### config.mk
export PLATFORM = sky130hd
export DESIGN_NAME = uart_rx_fifo
export DESIGN_NICKNAME = d
export VERILOG_FILES = /design/src/rtl/uart_rx_fifo.sv
export SDC_FILE = /design/constraint.sdc
export NUM_CORES = 1
export LEC_CHECK = 0
export BUFFER_PORTS_ARGS = -buffer_cell sky130_fd_sc_hd__buf_4
export CORE_UTILIZATION = 55
export CTS_BUF_LIST = sky130_fd_sc_hd__clkbuf_8
export CTS_CLUSTER_DIAMETER = 60
export CTS_CLUSTER_SIZE = 8
export DETAILED_ROUTE_END_ITERATION = 10
export PLACE_DENSITY = 0.79
export SYNTH_ARGS = -nofsm -noshare
export SYNTH_HDL_FRONTEND = slang
export SYNTH_SLANG_ARGS = --single-unit
### constraint.sdc
create_clock -name clk -period 10.5 [get_ports clk]
set_input_delay 0 -clock clk [delete_from_list [all_inputs] [get_ports clk]]
set_output_delay 0 -clock clk [all_outputs]
set_load 0.02 [all_outputs]
### src/rtl/uart_rx_fifo.sv
// rtl/uart_rx_fifo.sv - 8N1 UART receiver with majority-vote sampling, FWFT byte FIFO and sticky error flags
module uart_rx_fifo_q #(
    parameter int DEPTH = 16,
    parameter int AW    = 4
) (
    input  logic        clk,
    input  logic        reset,
    input  logic        wr,
    input  logic [7:0]  wdata,
    input  logic        rd,
    output logic [7:0]  rdata,
    output logic        valid,
    output logic [AW:0] level,
    output logic        drop
);
    logic [7:0]  mem [DEPTH];
    logic [AW:0] wp, rp;
    logic        full, do_pop, do_push;

    assign level   = wp - rp;
    assign valid   = (wp != rp);
    assign full    = (wp[AW] != rp[AW]) && (wp[AW-1:0] == rp[AW-1:0]);
    assign do_pop  = rd && valid;
    // A pop in the same cycle frees a slot, so a full FIFO still accepts the byte.
    assign do_push = wr && (!full || do_pop);
    assign drop    = wr && full && !do_pop;
    assign rdata   = mem[rp[AW-1:0]];

    always_ff @(posedge clk or posedge reset) begin
        if (reset) begin
            wp <= '0;
            rp <= '0;
            for (int i = 0; i < DEPTH; i++) mem[i] <= '0;
        end else begin
            if (do_push) begin
                mem[wp[AW-1:0]] <= wdata;
                wp              <= wp + 1'b1;
            end
            if (do_pop) rp <= rp + 1'b1;
        end
    end
endmodule

module uart_rx_fifo #(
    parameter int  FREQ_MHZ = 12,
    parameter int  BAUDS    = 115200,
    parameter int  DEPTH    = 16,
    localparam int AW       = $clog2(DEPTH)
) (
    input  logic        clk,
    input  logic        reset,
    input  logic        rx,
    input  logic        rd,
    output logic [7:0]  rx_data,
    output logic        valid,
    output logic [AW:0] level,
    output logic        frame_err,
    output logic        overrun,
    input  logic        clr_err
);
    localparam int DIV = FREQ_MHZ * 1000000 / BAUDS;
    localparam int CW  = $clog2(DIV);
    localparam logic [CW-1:0] C_LAST = CW'(DIV - 1);
    localparam logic [CW-1:0] C_S0   = CW'(DIV / 2 - 1);
    localparam logic [CW-1:0] C_S1   = CW'(DIV / 2);
    localparam logic [CW-1:0] C_DEC  = CW'(DIV / 2 + 1);

    typedef enum logic [2:0] {WAIT_HIGH, IDLE, START, DATA, STOP} state_t;

    state_t        state, state_n;
    logic          rx_meta, rs;
    logic [CW-1:0] cnt, cnt_n;
    logic [2:0]    idx, idx_n;
    logic [7:0]    shreg, shreg_n;
    logic          s0, s1, maj, decide;
    logic          push, ferr_set, drop;

    always_ff @(posedge clk or posedge reset) begin
        if (reset) begin
            rx_meta <= 1'b1;
            rs      <= 1'b1;
        end else begin
            rx_meta <= rx;
            rs      <= rx_meta;
        end
    end

    // Third vote is the live sample at the decision count.
    assign maj    = (s0 & s1) | (s0 & rs) | (s1 & rs);
    assign decide = (cnt == C_DEC);

    always_ff @(posedge clk or posedge reset) begin
        if (reset) begin
            state <= WAIT_HIGH;
            cnt   <= '0;
            idx   <= '0;
            shreg <= '0;
            s0    <= 1'b1;
            s1    <= 1'b1;
        end else begin
            state <= state_n;
            cnt   <= cnt_n;
            idx   <= idx_n;
            shreg <= shreg_n;
            if (cnt == C_S0) s0 <= rs;
            if (cnt == C_S1) s1 <= rs;
        end
    end

    always_comb begin
        state_n  = state;
        cnt_n    = cnt;
        idx_n    = idx;
        shreg_n  = shreg;
        push     = 1'b0;
        ferr_set = 1'b0;
        case (state)
            WAIT_HIGH: begin
                cnt_n = '0;
                if (rs) state_n = IDLE;
            end
            IDLE: begin
                cnt_n = '0;
                if (!rs) state_n = START;
            end
            START: begin
                cnt_n = cnt + 1'b1;
                if (decide && maj) begin
                    state_n = IDLE;
                    cnt_n   = '0;
                end else if (cnt == C_LAST) begin
                    state_n = DATA;
                    cnt_n   = '0;
                    idx_n   = '0;
                end
            end
            DATA: begin
                cnt_n = cnt + 1'b1;
                if (decide) shreg_n = {maj, shreg[7:1]};
                if (cnt == C_LAST) begin
                    cnt_n = '0;
                    idx_n = idx + 1'b1;
                    if (idx == 3'd7) state_n = STOP;
                end
            end
            STOP: begin
                cnt_n = cnt + 1'b1;
                // Leave at mid-stop so a start bit in the late half is not missed.
                if (decide) begin
                    cnt_n = '0;
                    if (maj) begin
                        push    = 1'b1;
                        state_n = IDLE;
                    end else begin
                        ferr_set = 1'b1;
                        state_n  = WAIT_HIGH;
                    end
                end
            end
            default: state_n = WAIT_HIGH;
        endcase
    end

    uart_rx_fifo_q #(.DEPTH(DEPTH), .AW(AW)) u_fifo (
        .clk   (clk),
        .reset (reset),
        .wr    (push),
        .wdata (shreg),
        .rd    (rd),
        .rdata (rx_data),
        .valid (valid),
        .level (level),
        .drop  (drop)
    );

    always_ff @(posedge clk or posedge reset) begin
        if (reset) begin
            frame_err <= 1'b0;
            overrun   <= 1'b0;
        end else begin
            if (ferr_set)     frame_err <= 1'b1;
            else if (clr_err) frame_err <= 1'b0;
            if (drop)         overrun   <= 1'b1;
            else if (clr_err) overrun   <= 1'b0;
        end
    end
endmodule

==> metrics.md, run 1 <==
| Metric | Value |
|---|---|
| Yosys warning total | `0` |
| Clk sinks | `165` |
| IR drop worst, VDD | `0.112 mV` |
| Worst Path Max Fanout | `28` |
| Final setup viols | `0` |
| Area leader, netlist | `dfrtp_1` |
| Most frequent cells in the layout | `dfrtp_1, mux2_2, nand2_1, mux4_2, buf_4` |
| Cell Pwr Density | `181 nW/um^2` |
| Status | `finished, final reports clean` |
| Max clock buf depth | `2` |
| Largest cells by area after synthesis | `dfrtp_1, mux2_2, mux4_2` |
| DRC Markers | `0` |
| Clock transition at path regs | `0.09 ns` |
| Max cap viols | `0` |
| Yosys top cell area share | `0.501` |
| Synth Flop Type | `dfrtp_1` |
| Hpwl dp | `10900 um` |
| Register Area | `4140 um^2` |
| Slowest CP cell | `ha_1` |
| Area share of and/or/nand/nor cells after synthesis | `0.0968` |
| Final wirelength | `16700 um` |
| Post-synth EDFFs | `0` |
| Largest net degree at the start of global routing | `88` |
| Minimum clock period | `3.44 ns` |
| Final worst slack | `7.06 ns` |
| Pre-CTS setup slack | `7.11 ns` |
| Seq/Total Area, Yosys | `0.514` |
| Layout cells sized above 1 | `0.426` |
| Period utilization | `0.328` |
| First-pass GRT wire length | `approximately 27000 um` |
| Xor/xnor share of the synthesized area | `0.0131` |
| Placed cell count | `743` |
| Filler cell count | `1060` |
| Post-synthesis net count | `roughly 600` |
| Setup TNS | `0 ns` |
| Worst Path Arrival | `between 3 and 4 ns` |
| Post-CTS Resized | `0` |
| Non-filler cells, final | `779` |
| Post-synthesis cell area | `8040 um^2` |
| Vias in the first global route | `5053` |
| Final Skew | `0.0105 ns` |
| Commonest non-fill, non-tap cell in the layout | `dfrtp_1` |
| IO Pins | `21` |
| Gate count of the mapped netlist | `568` |
| Max Fclk | `between 200 and 300 MHz` |
| Crit path buf inv count | `3` |
| Pre-antenna DRT Iters | `5` |
| Initial antenna violation count | `0` |
| Rows | `43` |
| Overflow after GRT | `0` |
| Avg Cell Area, Syn | `14.2 um^2` |
| Worst Tran Pin Value | `1.08 ns` |
| All-layer global routing usage | `0.249` |
| Critical path class | `reg2reg` |
| Met3 WL post-DR | `790 um` |
| Fin. Hold Viols | `0` |
| Clock latency on the worst-skew pair | `0.47 ns` |
| Synth Register Bits | `165` |
| Combinational family with the most area after synthesis | `multiplexers` |
| Leak | `4.14 nW` |
| Inserted Clock Buffers | `17` |
| Clock root cell | `clkbuf_8` |
| Slew Viols, Final | `0` |
| CTS H-tree depth | `4` |
| Routed WL per cell | `about 21 um` |
| Final ANT Viol Nets | `0` |
| Placeable Area | `14100 um^2` |
| DR top layer | `met4` |
| Critical Path RT | `between 10 and 15 ns` |
| Most frequent CP cell | `buf_4` |
| Mux cell area share after synthesis | `0.287` |
| Element type at the critical path start | `flip-flop` |
| Die Wd | `around 120 um` |
| Area Growth Syn to Fin | `8.37%` |
| Initial core utilization | `0.570` |
| CP Cell Sequence | `buf_4 -> clkinv_1 -> ha_1 -> nand4_1 -> nor3_1 -> nor4b_4 -> buf_4 -> nand4_2 -> mux2_2` |
| Slew margin rel. | `0.283` |
| DR iter-0 viols | `382` |
| Vias | `4793` |
| Die height | `123 um` |
| RSZ-0062 raised after global routing | `false` |
| CTS tree | `done` |
| Crit end category | `flip-flop` |
| Hold WC Path Type | `in2async` |
| CP peak stage delay | `0.49 ns` |
| Metal2 WL | `8500 um` |
| Post-synthesis adder-cell area fraction | `0.0255` |
| M1 wire length | `7120 um` |
| DIE AREA | `15100 um^2` |
| Placer congestion estimate | `0.839` |
| Vias per inst | `6.15` |
| Unique masters post-synth | `53` |
| Asr flop ratio synth | `1.00` |
| Multi-input logic area | `3640 um^2` |
| Delay-heaviest family, CP | `buffers and inverters` |
| Total power | `0.00158 W` |
| # port buffers | `20` |
| # diodes | `0` |
| Synth Area in Compound Gates | `0.0313` |
| Final nets | `606` |
## stage by stage
step,hold WS [ns],instance area (um^2),utilization
after floorplan,0.00448,8040,-
after global placement,0.110,8270,0.586
after detailed placement,0.112,8270,0.586
after CTS,0.178,8710,0.618
after global routing,0.200,8710,0.618
final,0.199,8710,0.618
## path summary, 6_finish.rpt
check / cells past startpoint / to / slack, ns / start
min reg2reg: 0 / rs / 0.37 / rx_meta
min in group clk: 2 / rx_meta / 0.22 / rx
max: 9 / u_fifo.mem[3] / 7.06 / u_fifo.rp[2]
max in group asynchronous: 4 / u_fifo.rp[0] / 8.74 / reset
max reg2reg: 9 / u_fifo.mem[3] / 7.06 / u_fifo.rp[2]
min: 3 / u_fifo.mem[94] / 0.20 / reset
## kinds of logic after synthesis
logic type / Yosys count
AOI/OAI and AO/OA: 40
DFF: 165
buffers and inverters: 48
xor gates and xnor gates: 12
and+or+nand+nor: 115
muxes: 172
adders and majority gates: 16
## registers in the layout (all words and copies together), names as in the netlist, 3 cells and up
signal / count
shreg: 8
cnt: 7
u_fifo.rp: 5
u_fifo.mem: 128
u_fifo.wp: 5
state: 3
idx: 3
## routing by layer
metal,vias to the layer above,GRT usage
li1,2119,-
met1,2503,0.318
met2,145,0.413
met3,26,0.0623
met4,0,0.0877
met5,-,0
## report_power, final
| part | leakage, nW | switching [W] | internal (W) | total (W) |
|---|---|---|---|---|
| Combinational | 1.67 | 0.000244 | 0.000162 | 0.000406 |
| Clock | 0.215 | 0.000231 | 0.000240 | 0.000471 |
| Sequential | 2.25 | 0.0000379 | 0.000664 | 0.000702 |
## repair_timing
action	4_1_cts	5_1_grt
setup buffers	0	0
endpoints found under the hold margin	82	0
hold buffers	4	0
## area by class of cell
class                      instances  area share
clock buffer                      18      0.0284
clock inverter                    14      0.0184
inverter                          18     0.00833
multi-input combinational        355       0.418
sequential                       165       0.475
tap                              180      0.0258
timing repair buffer              29      0.0261
## worst register-to-register path, delay by kind of cell (launching register included)
| family | cells | cell delay [ns] |
|---|---|---|
| adder cells (fa/ha/maj) | 1 | 0.49 |
| multiplexers | 1 | 0.40 |
| flip-flops | 1 | 0.33 |
| buffers and inverters | 3 | 1.27 |
| AND/OR/NAND/NOR | 4 | 0.85 |
## synthesized netlist by cell type, drive strengths merged, types with 4 or more instances
cell type and instances:
a21oi 10, a31oi 9, and3 9, buf 13
clkbuf 9, dfrtp 161, dfstp 4, dlygate4sd1 8
ha 14, inv 16, mux2 140, mux4 32
nand2 47, nand3 19, nand4 9, nor2 12
nor3 4, o21ai 8, xnor2 11
(Power assumes the default switching activity.)
==> run 2, diff against run 1 <==
Clock period 10.5 ns to 3.4 ns, I/O delays scaled along.
==> run 2 against run 1 <==
- critical path type unchanged
- global-route usage up 0.12 points
- fmax grew 25%
- clock power rose to 3.0 times the previous value
- die area unchanged
- non-clock buffer count rose by 2
- hold slack worse by 0.021 ns
- setup slack lost 6.4 ns
- power rose to 3.1 times the previous value
- utilization rose by 0.21 points
- final area rose by 0.34%
==> metrics.md, run 2 (synthesis results as in run 1) <==
| Metric | Value |
|---|---|
| Status | `finished, final reports clean` |
| Period utilization | `0.812` |
| Filler cell count | `between 1000 and 1500` |
| Critical R2R Capture | `u_fifo.mem[6]` |
| Max Fclk | `approximately 360 MHz` |
| # diodes | `0` |
| Placeable Area | `14100 um^2` |
| Element type at the critical path start | `flip-flop` |
| Slew margin rel. | `0.347` |
| Final Skew | `~0.011 ns` |
| Critical path class | `reg2reg` |
| RSZ-0062 raised after global routing | `false` |
| Die Wd | `123 um` |
| Initial antenna violation count | `0` |
| Final setup viols | `0` |
| R2R cell count | `8` |
| Minimum clock period | `2.76 ns` |
| Worst Tran Pin Value | `0.977 ns` |
| Largest reg by FF count | `u_fifo.mem` |
| R2r setup slk | `0.64 ns` |
| Hold depth | `2` |
| Die height | `123 um` |
| Leak | `4.14 nW` |
| Worst Hold Launch | `rx` |
| # Post-CTS Setup Buffers | `0` |
| Routed WL per cell | `around 21 um` |
| Clock root cell | `clkbuf_8` |
| Worst Path Arrival | `3.13 ns` |
| Commonest non-fill, non-tap cell in the layout | `dfrtp_1` |
| Top flop regs | `u_fifo.mem x128, shreg x8, cnt x7` |
| Hold-fix buffers, CTS | `4` |
| Reg-to-Reg Start | `u_fifo.rp[2]` |
| Hold WC Path Type | `in2reg` |
| Worst Path Max Fanout | `21` |
| Placer congestion estimate | `0.825` |
| # port buffers | `20` |
| Clock transition at path regs | `0.08 ns` |
| Fin util | `0.620` |
| Pre-antenna DRT Iters | `4` |
| Most frequent cells in the layout | `dfrtp_1, mux2_2, nand2_1, mux4_2, buf_4` |
| All-layer global routing usage | `0.250` |
| Hold path endpoint | `rx_meta` |
| Rows | `43` |
| Clk sinks | `165` |
| Total power | `0.00482 W` |
| CTS H-tree depth | `4` |
| Crit end category | `flip-flop` |
| Fin. Hold Viols | `0` |
| DIE AREA | `15100 um^2` |
| Hpwl dp | `10900 um` |
| First-pass GRT wire length | `27400 um` |
| DRC Markers | `0` |
| Largest register FFs | `128` |
| DR iter-0 viols | `418` |
| Cell Pwr Density | `552 nW/um^2` |
| Setup TNS | `0 ns` |
| Initial core utilization | `0.570` |
| Largest net degree at the start of global routing | `between 70 and 80` |
| Overflow after GRT | `0` |
| Layout cells sized above 1 | `0.426` |
| Final wirelength | `16700 um` |
| Vias in the first global route | `5005` |
| Max cap viols | `0` |
| IR drop worst, VDD | `~0.35 mV` |
| Post-CTS Resized | `0` |
| CTS tree | `done` |
| Area Growth Syn to Fin | `8.75%` |
| Clock latency on the worst-skew pair | `0.48 ns` |
| Vias | `4717` |
| Vias per inst | `6.04` |
| Inserted Clock Buffers | `17` |
| Final nets | `608` |
| Max clock buf depth | `2` |
| Slew Viols, Final | `0` |
| IO Pins | `21` |
| Critical Path RT | `around 3.8 ns` |
| Final ANT Viol Nets | `0` |
run 2: cell count changes in the layout (fill, tap and decap cells not counted), sizes merged:
cell,delta
clkinvlp,+4
bufinv,-1
buf,+2
inv,-1
clkinv,-2
run 2: final cells by class:
cell class,count,area (um^2),share of cell area
flip-flops and latches,165,4140,0.473
multi-input cells,355,3640,0.417
repair buffers,31,280,0.0321
clock buffers,18,248,0.0283
well taps,180,225,0.0258
clock inverters,14,139,0.0159
inverters,18,71.3,0.00816
run 2: metal layers:
layer | GRT usage | share of wire | vias to the layer above
li1 | - | - | 2112
met1 | 0.333 | 0.44 | 2488
met2 | 0.403 | 0.50 | 93
met3 | 0.0558 | 0.040 | 24
met4 | 0.0922 | 0.021 | 0
met5 | 0 | 0 | -
run 2: how the worst max path moves through the flow:
stage,start,endpoint,slack [ns]
after floorplan,u_fifo.rp[2],u_fifo.mem[24],0.20
after global routing,u_fifo.rp[2],u_fifo.mem[6],0.49
after global placement,u_fifo.wp[2],u_fifo.mem[3],0.81
after CTS,u_fifo.rp[2],u_fifo.mem[6],0.65
after detailed placement,u_fifo.rp[2],u_fifo.mem[6],0.68
final,u_fifo.rp[2],u_fifo.mem[6],0.64
run 2: stage by stage:
step	instances	setup WS [ns]	hold WS, ns	instance area (um^2)
5_1_grt	781	0.489	0.187	8740
6_report	781	0.638	0.178	8740
4_1_cts	781	0.653	0.166	8740
3_3_place_gp	745	0.806	0.113	8320
2_1_floorplan	568	0.197	0.00448	8040
3_5_place_dp	745	0.682	0.111	8320
run 2: where the power goes:
part,internal [W],switching (W)
registers,0.00205,0.0000977
logic,0.000514,0.000762
clock network,0.000663,0.000736
total,0.00323,0.00160
run 2: worst max-delay path: stages, from the launching register on:
cell,delay (ns)
dfrtp_1,0.36
clkinv_1,0.24
ha_1,0.44
nand4_1,0.16
nor3_1,0.11
nor4b_4,0.35
buf_12,0.27
nand4_2,0.32
mux2_2,0.39
